===== src/rtl/regs_param_sb.sv =====
// regs_param_sb: 2R/1W register file with byte-enable writes, write-to-read bypass and busy scoreboard
module regs_param_sb #(
  parameter int DW = 32,
  parameter int AW = 3,
  parameter bit ZERO_R0 = 1
) (
  input  logic            clk,
  input  logic            cr,
  input  logic [AW-1:0]   Addr_A,
  input  logic [AW-1:0]   Addr_B,
  output logic [DW-1:0]   QA,
  output logic [DW-1:0]   QB,
  output logic            busy_A,
  output logic            busy_B,
  input  logic            WE,
  input  logic [AW-1:0]   Addr_W,
  input  logic [DW-1:0]   Di,
  input  logic [DW/8-1:0] BE,
  input  logic            rsv_en,
  input  logic [AW-1:0]   rsv_addr,
  output logic            rsv_ok
);
  localparam int N = 2**AW;
  logic [DW-1:0] mem [N];
  logic [N-1:0] busy, busy_nxt;
  logic [DW-1:0] bmask;
  logic wr_a, wr_b, zero_rsv;
  for (genvar i = 0; i < DW/8; i++) assign bmask[8*i+:8] = {8{BE[i]}};
  assign wr_a = WE && Addr_W == Addr_A;
  assign wr_b = WE && Addr_W == Addr_B;
  assign QA = (ZERO_R0 && Addr_A == '0) ? '0 : wr_a ? (mem[Addr_A] & ~bmask) | (Di & bmask) : mem[Addr_A];
  assign QB = (ZERO_R0 && Addr_B == '0) ? '0 : wr_b ? (mem[Addr_B] & ~bmask) | (Di & bmask) : mem[Addr_B];
  assign busy_A = busy[Addr_A] & ~wr_a;
  assign busy_B = busy[Addr_B] & ~wr_b;
  assign rsv_ok = rsv_en & (~busy[rsv_addr] | (WE && Addr_W == rsv_addr));
  assign zero_rsv = ZERO_R0 && rsv_addr == '0;
  // reservation is applied after the writeback clear so it wins on the same address
  always_comb begin
    busy_nxt = busy;
    if (WE) busy_nxt[Addr_W] = 1'b0;
    if (rsv_ok && !zero_rsv) busy_nxt[rsv_addr] = 1'b1;
  end
  always_ff @(posedge clk or negedge cr) begin
    if (!cr) begin
      busy <= '0;
      for (int i = 0; i < N; i++) mem[i] <= '0;
    end else begin
      busy <= busy_nxt;
      if (WE && !(ZERO_R0 && Addr_W == '0)) mem[Addr_W] <= (mem[Addr_W] & ~bmask) | (Di & bmask);
    end
  end
endmodule

===== config.mk =====
export PLATFORM = sky130hd
export DESIGN_NAME = regs_param_sb
export DESIGN_NICKNAME = d
export VERILOG_FILES = /design/src/rtl/regs_param_sb.sv
export SDC_FILE = /design/constraint.sdc
export NUM_CORES = 1
export LEC_CHECK = 0
export CAP_MARGIN = 10
export CELL_PAD_IN_SITES_DETAIL_PLACEMENT = 0
export CELL_PAD_IN_SITES_GLOBAL_PLACEMENT = 2
export CORE_MARGIN = 1.5
export CORE_UTILIZATION = 44
export CTS_CLUSTER_SIZE = 14
export DETAILED_ROUTE_END_ITERATION = 8
export PLACE_DENSITY_LB_ADDON = 0.1
export SYNTH_ARGS = -nofsm -noshare
export SYNTH_HDL_FRONTEND = slang
export SYNTH_SLANG_ARGS = --single-unit

===== constraint.sdc =====
create_clock -name clk -period 3.93 [get_ports clk]
set_input_delay 0.786 -clock clk [delete_from_list [all_inputs] [get_ports clk]]
set_output_delay 0.786 -clock clk [all_outputs]
set_load 0.005 [all_outputs]

==> results.md, run 1 <==
- CP Launch Type: primary input
- Min-delay worst type: in -> async
- DR vias: 12200
- Syn Inst Count: 1414
- RSZ-0062 raised after global routing: false
- Filler cell count in the final layout: 3336
- Via-to-Cell Ratio: 6.05
- Leakage: 0.00829 uW
- Area grow syn2layout: 17.5%
- Die area: 39700 um^2
- Die width: 199 um
- Largest net degree at the start of global routing: 85
- Max Clk Rate: 264 MHz
- Die height: 199 um
- HPWL after DPL: 31800 um
- First-pass GRT wire length: 79000 um
- Grt ovf: 0
- Post-synth EDFFs: 0
- Outcome: finished clean
- PostCTS Resize Cnt: 1
- Yosys cell types: 40
- Net count after synthesis: 1466
- Final wirelength: 51200 um
- CP arrival: 3.00 ns
- Path depth of the worst reg2reg path: 4
- Synth Register Bits: 264
- P per Cell Area: 484 nW/um^2
- Core ar.: 37800 um^2
- CP startpoint: WE
- Max-slew headroom: 0.448
- Clk sink count: 264
- CTS H-tree lvls: 2
- DRT antenna net count: 0
- R2r setup slk: 2.19 ns
- Worst Max-Slew Pin Slew: 0.828 ns
- YS warnings: 0
- Buffers added on ports: 118
- Syn avg cell area: 12.0 um^2
- Hold Violations, Final: 0
- Ratio of cells with drive above 1 in the final layout: 0.253
- Vias in the first global route: 12500
- Worst-path fanout max: 10
- Worst EP required: 3.14 ns
- Fin crit share: 0.964
- Setup-failing EPs final: 0
- FP Rows: 71
- MaxCap Viol Count: 0
- Clock transition at path regs: 0.05 ns
- TritonCTS clock tree: yes
- Setup TNS: 0 ns
- Starting density of the core: 0.448
- Hold slack: 0.268 ns
- Max IR drop VDD: 0.302 mV
- R2R Path Start: mem[154]
- WL per Instance: 25.5 um
- Worst Path Class, Setup: in -> out
- CTS Buf Count: 34
- Root Driver: clkbuf_16
- Clock Skews: 0.0178 ns
- # IOs: 119
- Top FF cell, synth: dfrtp_1
- GPL Wtd Cong: 0.807
- Initial antenna violation count: 3
- Asr flop ratio synth: 1.00
- Period minus WS final: 3.79 ns
- DRC Markers: 0
- R2R Path End: mem[218]
- Gr usage total: 0.270
- DRT Pass-1 Iters: 5
- Hold_buf cts: 0
- Setup Fix Bufs, Post-CTS: 0
- Sequential element share of the synthesized area: 0.390
- Nets: 1524
- Slew Viols, Final: 0
- Worst setup margin: 0.140 ns
- Worst slack, placed: -0.00546 ns
- Clk_lat worst skew: 0.52 ns
- Clock Path Buffers: 3
- Iteration-0 DRC Markers: 599
- Final Util: 0.527
- Critical Path Sink Type: primary output
- Post-synthesis cell area: 16900 um^2
how the worst max path moves through the flow:
stage / end / slack (ns) / cells after the start
after floorplan: QA[14] / 1.0 / 6
final: QB[18] / 0.14 / 7
after detailed placement: QB[12] / -0.005 / 7
after global routing: QB[18] / 0.07 / 7
after CTS: QB[18] / 0.14 / 7
after global placement: QB[8] / 0.002 / 7
registers in the layout, indices dropped and copies added (netlist names):
| name | cells |
|---|---|
| mem | 256 |
| busy | 8 |
power breakdown:
| part | internal, uW | switching, uW | leakage, uW |
|---|---|---|---|
| Clock | 1860 | 1210 | 0.000545 |
| Combinational | 1570 | 1160 | 0.00431 |
| Sequential | 3270 | 537 | 0.00344 |
| Total | 6700 | 2910 | 0.00829 |
final cells by class:
type,count,area (um^2),share of cell area
Multi-Input combinational cell,980,9620,0.484
Sequential cell,264,6610,0.332
Tap cell,511,639,0.0322
Timing Repair Buffer,186,1900,0.0954
Clock buffer,55,1070,0.0540
Inverter,6,22.5,0.00113
Antenna cell,2,5.00,0.000252
Clock inverter,5,25.0,0.00126
cell usage in the layout, fill, tap and decap left out, types with 29 or more instances in the layout:
| master | instances |
|---|---|
| dfrtp_1 | 264 |
| nand2_1 | 239 |
| o21ai_0 | 233 |
| mux4_2 | 168 |
| clkdlybuf4s50_1 | 109 |
| mux2i_1 | 68 |
| buf_4 | 56 |
| clkbuf_16 | 37 |
| a211oi_1 | 33 |
| a21oi_1 | 33 |
| nor2_1 | 32 |
| o41ai_1 | 32 |
| mux2_2 | 32 |
| mux2i_4 | 32 |
| mux4_1 | 29 |
critical path: stages:
cell	delay, ns
clkdlybuf4s50_1	0.45
buf_4	0.20
nand2_1	0.07
nand4b_2	0.39
buf_4	0.29
a211oi_1	0.25
clkdlybuf4s50_1	0.56
routing by layer:
metal	track usage	vias up	routed length, um
met5	0	-	0
met1	0.363	6237	21700
met3	0.0515	81	3120
met4	0.0760	0	1210
li1	-	5508	-
met2	0.449	337	25100
synth_stat cells (2+ instances only):
cell type / instances / share of area
nor3_1: 3 / 0.00089
buf_8: 4 / 0.0035
buf_4: 2 / 0.00089
o21ai_0: 233 / 0.069
nor2_1: 32 / 0.0071
buf_1: 4 / 0.00089
mux4_1: 29 / 0.045
nand3b_1: 2 / 0.00089
clkbuf_1: 113 / 0.025
nand2b_1: 3 / 0.0011
a211oi_1: 33 / 0.015
mux2_2: 32 / 0.021
buf_6: 4 / 0.0027
buf_2: 37 / 0.011
xor2_1: 3 / 0.0016
inv_2: 5 / 0.0011
o31ai_1: 2 / 0.00089
dfrtp_1: 264 / 0.39
nand3_1: 11 / 0.0033
nand4_1: 2 / 0.00074
mux2i_4: 32 / 0.043
a21oi_1: 33 / 0.0098
xnor2_1: 4 / 0.0021
mux2i_1: 68 / 0.040
nand4b_2: 4 / 0.0035
nand2_1: 241 / 0.053
mux4_2: 168 / 0.22
nor2b_1: 3 / 0.0011
o41ai_1: 32 / 0.017
per-stage QoR:
step / std cells / area, um^2 / total power [uW]
after floorplan: 1414 / 16900 / 5530
after global placement: 1947 / 18800 / 6530
after detailed placement: 1947 / 18800 / 6600
after CTS: 2007 / 19900 / 9710
after global routing: 2009 / 19900 / 10200
final: 2009 / 19900 / 9620
kinds of logic after synthesis:
group | count (synthesis) | share of synthesized area
compound gates | 338 | 0.113
mux | 329 | 0.373
buf+inv | 170 | 0.0453
xor+xnor | 8 | 0.00458
flops | 264 | 0.390
simple gates | 305 | 0.0738
Note: power is estimated with default switching activity, not from simulation.
==> run 2, diff against run 1 <==
CORE_UTILIZATION = 40   (was 44)
==> run 2 against run 1 <==
Effect of this change:
- fmax shrank 1.5%
- wire length increased by 2.9%
- global-route usage shrank 2.1 points
- register-to-register slack lost 0.02 ns
- clock power is 9.7% higher
- cell area rose by 1.1%
- core utilization fell by 4.6 points
- sequential share of layout area decreased by 0.36 points
- final cell count is 2.0% higher
- via count down 0.21%
==> results.md, run 2 (same netlist as run 1, synthesis figures left out) <==
- Vias in the first global route: 12400 (was 12500)
- Total Power: 9940 uW (was 9620 uW)
- Starting density of the core: 0.404 (was 0.448)
- Die area: 43600 um^2 (was 39700 um^2)
- CP Launch Type: primary input (unchanged)
- Hold Violations, Final: 0 (unchanged)
- Max Clk Rate: 260 MHz (was 264 MHz)
- Gr usage total: 0.249 (was 0.270)
- CTS Buf Count: 34 (unchanged)
- Worst Path Class, Setup: in -> out (unchanged)
- Filler cell count in the final layout: 3766 (was 3336)
- Area grow syn2layout: 18.8% (was 17.5%)
- Dpl cells: 1986 (was 1947)
- P per Cell Area: 494 nW/um^2 (was 484 nW/um^2)
- Via-to-Cell Ratio: 5.92 (was 6.05)
- Initial antenna violation count: 1 (was 3)
- Max reg flops: 256 (unchanged)
- GPL Wtd Cong: 0.808 (was 0.807)
- Leakage: 0.00838 uW (was 0.00829 uW)
- First-pass GRT wire length: 81000 um (was 79000 um)
- DRT Pass-1 Iters: 4 (was 5)
- Psw: 2950 uW (was 2910 uW)
- Clk_lat worst skew: 0.53 ns (was 0.52 ns)
- Iteration-0 DRC Markers: 603 (was 599)
- Worst slack, placed: 0.0894 ns (was -0.00546 ns)
- Critical Path Sink Type: primary output (unchanged)
- Critical path's most frequent cell: clkdlybuf4s50_1
- Max-slew headroom: 0.468 (was 0.448)
- WL per Instance: 25.7 um (was 25.5 um)
- Pint: 6990 uW (was 6700 uW)
- MaxCap Viol Count: 0 (unchanged)
- Final wirelength: 52700 um (was 51200 um)
- Worst setup margin: 0.0819 ns (was 0.140 ns)
- Worst Max-Slew Pin Slew: 0.798 ns (was 0.828 ns)
- Clk sink count: 264 (unchanged)
- Clock transition at path regs: 0.05 ns (about the same)
- R2R Path End: mem[84] (was mem[218])
- Buffers added on ports: 118 (unchanged)
- Max stage delay on crit path: 0.54 ns (was 0.56 ns)
- R2R Path Start: mem[148] (was mem[154])
- Worst-path fanout max: 5 (was 10)
- FP Rows: 75 (was 71)
- Root Driver: clkbuf_16 (unchanged)
- HPWL after DPL: 33800 um (was 31800 um)
- Clock Skews: 0.0118 ns (was 0.0178 ns)
- R2r setup slk: 2.17 ns (was 2.19 ns)
- Path depth of the worst reg2reg path: 4 (unchanged)
- Largest Register: mem (unchanged)
- DR vias: 12100 (was 12200)
- Flop pwr share: 0.383 (was 0.396)
- CP arrival: 3.06 ns (was 3.00 ns)
- Most frequent cells in the layout: dfrtp_1 (264), nand2_1 (239), o21ai_0 (233), mux4_2 (168), clkdlybuf4s50_1 (109) (unchanged)
- Setup-failing EPs final: 0 (unchanged)
- Clock share of power: 0.340 (was 0.320)
- Outcome: finished clean (unchanged)
- DRT antenna net count: 0 (unchanged)
- Die width: 209 um (was 199 um)
- RSZ-0062 raised after global routing: false (unchanged)
- Largest net degree at the start of global routing: 94 (was 85)
- Fin crit share: 0.979 (was 0.964)
- CP max-delay cell: clkdlybuf4s50_1 (unchanged)
- Ratio of cells with drive above 1 in the final layout: 0.258 (was 0.253)
- Biggest regs: mem (256), busy (8) (unchanged)
- Slew Viols, Final: 0 (unchanged)
- Period minus WS final: 3.85 ns (was 3.79 ns)
- TritonCTS clock tree: yes (unchanged)
- Clock Path Buffers: 3 (unchanged)
- Share of power burned in combinational logic: 0.276 (was 0.284)
- CTS H-tree lvls: 2 (unchanged)
- Post-Layout Cell Count: 2049 (was 2009)
- Worst EP required: 3.14 ns (about the same)
- Switching Share: 0.297 (was 0.303)
- Grt ovf: 0 (unchanged)
- # IOs: 119 (unchanged)
- Core ar.: 41900 um^2 (was 37800 um^2)
- Nets: 1535 (was 1524)
- Setup Fix Bufs, Post-CTS: 0 (unchanged)
- Max IR drop VDD: 0.251 mV (was 0.302 mV)
- Final Util: 0.480 (was 0.527)
- Hold_buf cts: 0 (unchanged)
- Critical path cell sequence: clkdlybuf4s50_1 -> inv_2 -> o2111a_1 -> nand3_1 -> buf_4 -> a21oi_1 -> clkdlybuf4s50_1 (was clkdlybuf4s50_1 -> buf_4 -> nand2_1 -> nand4b_2 -> buf_4 -> a211oi_1 -> clkdlybuf4s50_1)
- Die height: 209 um (was 199 um)
- Min-delay worst type: in -> async (unchanged)
- DRC Markers: 0 (unchanged)
- PostCTS Resize Cnt: 0 (was 1)
- Commonest non-fill, non-tap cell in the layout: dfrtp_1 (unchanged)
- Setup TNS: 0 ns (unchanged)
## run 2: worst max-delay path, delay by kind of cell
kind,cells,cell delay (ns)
buffers and inverters,4,1.54
AO/OA/AOI/OAI,2,0.42
AND/OR/NAND/NOR,1,0.30
## run 2: power by group through the flow
stage	Sequential, uW	Clock (uW)	Combinational [uW]
after global placement	3820	0	2740
final	3810	3380	2750
after CTS	3800	3470	2780
after floorplan	3660	0	1870
after detailed placement	3850	0	2770
after global routing	3900	3570	3010
## run 2: metrics by stage
| stage | instance area [um^2] | hold WS, ns |
|---|---|---|
| floorplan | 16900 | 0.441 |
| global placement | 18900 | 0.389 |
| detailed placement | 18900 | 0.385 |
| CTS | 20100 | 0.330 |
| global route | 20100 | 0.360 |
| finish | 20100 | 0.312 |
## run 2: layout make-up
type / count / area (um^2) / share of cell area
multi-input combinational: 980 / 9610 / 0.478
sequential: 264 / 6610 / 0.329
timing repair buffer: 197 / 1980 / 0.0985
clock buffer: 53 / 1040 / 0.0515
tap: 539 / 674 / 0.0335
clock inverter: 9 / 173 / 0.00859
inverter: 6 / 22.5 / 0.00112
antenna: 1 / 2.50 / 0.000124
## run 2: worst max-delay path by stage
stage,end,startpoint,depth (start not counted),slack (ns)
2_1_floorplan,QA[14],Addr_A[0],6,1.0
3_5_place_dp,QA[12],WE,6,0.09
3_3_place_gp,QA[10],Addr_A[2],7,0.10
6_report,QA[12],Addr_A[2],7,0.08
5_1_grt,QA[12],Addr_A[2],7,0.03
4_1_cts,QA[12],WE,6,0.08
## run 2: metal layers
metal  GRT usage  share of wire
met1       0.349           0.45
met2       0.405           0.48
met3      0.0371          0.043
met4      0.0680          0.022
met5           0              0
